**src/rtl/write_back_ctrl.sv**
```systemverilog
// rtl/write_back_ctrl.sv - register-file write-back sequencer with muldiv/shift waits and SP init write
module write_back_ctrl #(
    parameter int SP_REG  = 29,
    parameter int TIMEOUT = 255
) (
    input  logic       clk,
    input  logic       reset,
    input  logic       start,
    input  logic [3:0] wb_class,
    input  logic [4:0] rd_addr,
    input  logic       muldiv_busy,
    input  logic       shift_done,
    input  logic       abort,
    output logic [3:0] DataSrc,
    output logic [4:0] wr_addr,
    output logic       reg_write,
    output logic       ready,
    output logic       done,
    output logic       err
);
    localparam int CW = (TIMEOUT < 2) ? 1 : $clog2(TIMEOUT + 1);
    localparam logic [CW-1:0] TMO = CW'(TIMEOUT);

    typedef enum logic [2:0] {INIT, IDLE, WAIT_MD, WAIT_SH, WRITE} state_t;

    state_t        state, state_n;
    logic [CW-1:0] cnt, cnt_n, cnt_inc;
    logic [3:0]    cls_q, cls_n, data_src_n, issue_cls;
    logic [4:0]    addr_q, addr_n, wr_addr_n, issue_addr;
    logic          reg_write_n, done_n, err_n, issue, cond;

    always_comb begin
        state_n     = state;
        cnt_n       = cnt;
        cls_n       = cls_q;
        addr_n      = addr_q;
        data_src_n  = DataSrc;
        wr_addr_n   = wr_addr;
        reg_write_n = 1'b0;
        done_n      = 1'b0;
        err_n       = 1'b0;
        issue       = 1'b0;
        issue_cls   = cls_q;
        issue_addr  = addr_q;
        cond        = (state == WAIT_MD) ? !muldiv_busy : shift_done;
        cnt_inc     = (cnt == TMO) ? cnt : cnt + 1'b1;

        case (state)
            INIT: begin
                state_n     = WRITE;
                data_src_n  = 4'd7;
                wr_addr_n   = 5'(SP_REG);
                reg_write_n = 1'b1;
            end
            IDLE: begin
                if (!abort && start) begin
                    cls_n      = wb_class;
                    addr_n     = rd_addr;
                    cnt_n      = '0;
                    issue_cls  = wb_class;
                    issue_addr = rd_addr;
                    case (wb_class)
                        4'd0, 4'd1, 4'd4, 4'd5, 4'd6, 4'd7, 4'd9, 4'd10: issue = 1'b1;
                        4'd2, 4'd3: begin
                            if (muldiv_busy) state_n = WAIT_MD;
                            else             issue   = 1'b1;
                        end
                        // a shift_done level seen at start belongs to the previous shift
                        4'd8:    state_n = WAIT_SH;
                        default: err_n   = 1'b1;
                    endcase
                end
            end
            WAIT_MD, WAIT_SH: begin
                if (abort) begin
                    state_n = IDLE;
                end else if (cond) begin
                    issue = 1'b1;
                end else begin
                    cnt_n = cnt_inc;
                    if (cnt_inc == TMO) begin
                        err_n   = 1'b1;
                        state_n = IDLE;
                    end
                end
            end
            WRITE:   state_n = IDLE;
            default: state_n = INIT;
        endcase

        if (issue) begin
            state_n     = WRITE;
            reg_write_n = 1'b1;
            done_n      = 1'b1;
            data_src_n  = issue_cls;
            wr_addr_n   = issue_addr;
        end
    end

    always_ff @(posedge clk or negedge reset) begin
        if (!reset) begin
            state     <= INIT;
            cnt       <= '0;
            cls_q     <= '0;
            addr_q    <= '0;
            DataSrc   <= '0;
            wr_addr   <= '0;
            reg_write <= 1'b0;
            ready     <= 1'b0;
            done      <= 1'b0;
            err       <= 1'b0;
        end else begin
            state     <= state_n;
            cnt       <= cnt_n;
            cls_q     <= cls_n;
            addr_q    <= addr_n;
            DataSrc   <= data_src_n;
            wr_addr   <= wr_addr_n;
            reg_write <= reg_write_n;
            ready     <= (state_n == IDLE);
            done      <= done_n;
            err       <= err_n;
        end
    end
endmodule
```
**config.mk**
```make
export PLATFORM = sky130hd
export DESIGN_NAME = write_back_ctrl
export DESIGN_NICKNAME = d
export VERILOG_FILES = /design/src/rtl/write_back_ctrl.sv
export SDC_FILE = /design/constraint.sdc
export NUM_CORES = 1
export LEC_CHECK = 0
export CORE_MARGIN = 3
export CORE_UTILIZATION = 45
export CTS_CLUSTER_SIZE = 16
export DETAILED_ROUTE_END_ITERATION = 6
export GPL_TIMING_DRIVEN = 0
export HOLD_SLACK_MARGIN = 0.03
export PLACE_DENSITY = 0.72
export SLEW_MARGIN = 20
export SYNTH_ARGS = -nofsm -noshare
export SYNTH_HDL_FRONTEND = slang
export SYNTH_SLANG_ARGS = --single-unit
```
**constraint.sdc**
```tcl
create_clock -name clk -period 1.9 [get_ports clk]
set_input_delay 0.19 -clock clk [delete_from_list [all_inputs] [get_ports clk]]
set_output_delay 0.19 -clock clk [all_outputs]
set_load 0.02 [all_outputs]
```
==> impl_metrics.json <==
{
  "initial_core_util": 0.488,
  "cts_inserted_buffers": 5,
  "peakVddDrop_mv": 0.774,
  "synth_xor_area_frac": 0,
  "synth-edff-count": 0,
  "setup_viol": 0,
  "reg2reg_from": "cnt[0]",
  "cp_slowest_stage_delay_ps": 490,
  "die_width_um": 67.4,
  "synth-compound-area-share": 0.222,
  "synthFlopType": "dfrtp_1",
  "path_clk_slew_ps": 70,
  "worstPathCellList": "ha_4, and3_4, buf_6, a21boi_2, o21ai_1, a2111o_1, o211a_1",
  "insertion_delay_ps": 280,
  "area_growth_pct": 39.0,
  "post_drt_wl_per_cell_um": 14.9,
  "crit_start": "cnt[0]",
  "synthMuxAreaShare": 0.0724,
  "cap_violations": 0,
  "avgSynthCellArea_sq_um": 11.1,
  "max_freq_ghz": 0.527,
  "clock_sinks": 33,
  "cts_buffer_depth": 2,
  "required_ps": 2070,
  "viasPerCell": 5.63,
  "antenna_found_initial": 0,
  "worst_clock_skew_ps": 5.68,
  "p_total_w": 0.00254,
  "drtIter0Drc": 56,
  "path_max_fanout": 7,
  "cp.depth": 7,
  "power_density_nw_per_um2": 1080,
  "worst_pin_slew_ps": 698,
  "synthMostInstantiatedCell": "dfrtp_1",
  "whs_ps": 319,
  "r2r_end": "state[1]",
  "status": "complete, no violations",
  "critPathTopFamily": "compound AO/OA/AOI/OAI gates",
  "synth_top_family_by_area": "compound AO/OA/AOI/OAI gates",
  "synth_top_area_share": 0.487,
  "synth_common_cells": "dfrtp_1 (33), mux2_2 (10), nor2_1 (9), o21ai_0 (9), o22a_2 (7)",
  "yosys.cell_types.count": 48,
  "worstSetupEndpoint": "state[1]",
  "syn_area_sq_um": 1690,
  "synth_top_area_cell": "dfrtp_1",
  "holdCritPathClass": "primary input to register",
  "cts_root_buffer": "clkbuf_8",
  "core_area_sq_um": 3470,
  "ys_seq_elements": 33,
  "rsz0062_at_grt": "yes",
  "ys_seq_area_frac": 0.487,
  "p_leak_nw": 0.979,
  "io_buffer_count": 27,
  "relSlewSlack": 0.535,
  "nNetsFinal": 217,
  "grt_max_degree": 34,
  "route.detailed.drc": 0,
  "cpMaxStageDelayCell": "a2111o_1",
  "startpoint_type": "register",
  "synthArstFlopShare": 1.00,
  "endpoint_kind": "register",
  "slew_violations": 0,
  "crit_type": "register to register",
  "antenna_cells": 0,
  "firstDrtPassIters": 4,
  "synthCells": 152,
  "rows": 21,
  "fin_crit_sh": 0.999,
  "grt_pass1_vias": 1369,
  "track_usage": 0.180,
  "h-tree-depth": 2,
  "synthAdderAreaFrac": 0.0133,
  "layout-drive-gt1-share": 0.327,
  "worstPathBufferInverterCount": 1,
  "ys_top_cells_by_area": "dfrtp_1 (49%), mux2_2 (6.6%), o22a_2 (4.1%)",
  "syn_nets": 168,
  "finalCriticalPeriod_ps": 1900,
  "grt_pass1_wl_um": 6200,
  "final_hold_viol_count": 0,
  "final_util": 0.679,
  "r2r_cells": 7,
  "ios": 28,
  "cts_tree": "yes",
  "postRouteAntennaNets": 0,
  "grt.overflow.total": 0,
  "gp_congestion": 0.854,
  "die_h_um": 67.4,
  "via_count": 1397,
  "dieArea_sq_um": 4540,
  "crit_arrival_ps": 2070,
  "dp_hpwl_um": 2510,
  "yosysWarningCount": 0,
  "yosys.area_share.simple": 0.160,
  "r2r_slack_ps": 2,
  "routed_wl_um": 3700
}
## routing by layer
layer,track usage,share of wire,vias to the layer above
met5,0,0,-
met4,0.0557,0.015,0
met3,0.0599,0.053,6
met2,0.312,0.51,38
met1,0.211,0.43,682
li1,-,-,671
## worst min path at each step
stage	cells past startpoint	endpoint	startpoint	slack, ps
after floorplan	0	DataSrc[0]	reset	-110
after global placement	1	DataSrc[2]	DataSrc[2]	470
after detailed placement	1	cnt[6]	reset	290
after CTS	1	addr_q[1]	addr_q[1]	500
after global routing	3	ready	abort	340
final	3	state[0]	abort	320
## state kept, by name, indices dropped and copies added, names as in the netlist
register and flops:
cnt 8, addr_q 5, wr_addr 5, DataSrc 4, cls_q 4, state 3, done 1, err 1
ready 1, reg_write 1
## cell usage in the layout, fill, tap and decap left out, types with 2 or more instances in the layout
| master | Yosys | final |
|---|---|---|
| nor3_1 | 2 | 2 |
| o21ai_0 | 9 | 7 |
| o21ai_1 | 0 | 2 |
| buf_2 | 4 | 2 |
| nor2_1 | 9 | 9 |
| o31a_2 | 2 | 2 |
| buf_6 | 2 | 4 |
| buf_4 | 0 | 15 |
| clkdlybuf4s50_1 | 0 | 25 |
| o211a_1 | 2 | 2 |
| and3_1 | 4 | 3 |
| and2_1 | 3 | 3 |
| nand4_1 | 3 | 3 |
| a21oi_1 | 6 | 6 |
| nand2_1 | 6 | 6 |
| clkbuf_8 | 0 | 5 |
| mux2_2 | 10 | 9 |
| a41o_1 | 3 | 3 |
| dfrtp_1 | 33 | 33 |
| o22a_2 | 7 | 7 |
| nand3b_1 | 2 | 2 |
| nand3_1 | 4 | 4 |
| nand2b_1 | 3 | 3 |
| a311oi_1 | 2 | 2 |
| inv_1 | 6 | 6 |
## kinds of logic after synthesis
| kind of cell | count (synthesis) |
|---|---|
| flops | 33 |
| buf+inv | 15 |
| compound gates | 45 |
| mux | 11 |
| fa+ha+maj | 2 |
| simple gates | 46 |
## timing repair
item	CTS	global route
setup buffers	11	5
pin swaps	8	8
hold buffers	1	0
setup endpoints to repair	21	15
gates resized for setup	9	10
hold endpoints to repair	33	0
## final cells by class
class	instances	area, sq um
fillers	272	1110
multi-input cells	104	855
flip-flops and latches	33	826
repair buffers	44	414
clock buffers	5	68.8
plain buffers	6	61.3
well taps	46	57.6
clock inverters	3	46.3
inverters	7	26.3
## stage by stage
step | cells | area [sq um] | TNS, ps | worst slack (ps)
floorplan | 152 | 1710 | 0 | 2.72
finish | 248 | 2350 | 0 | 1.59
global route | 248 | 2350 | -328 | -57.5
global placement | 225 | 2040 | -7540 | -454
detailed placement | 225 | 2040 | -7520 | -463
CTS | 244 | 2290 | -166 | -95.7
## where the power goes
part           switching [W]  internal (W)
clock               0.000269      0.000392
sequential          0.000103      0.000896
combinational       0.000392      0.000485
## worst min-delay path: cells and delay by family
kind / cells / cell delay, ps
AND/OR/NAND/NOR: 1 / 120
AO/OA/AOI/OAI: 1 / 90
buffers and inverters: 1 / 170
Note: power is estimated with default switching activity, not from simulation.
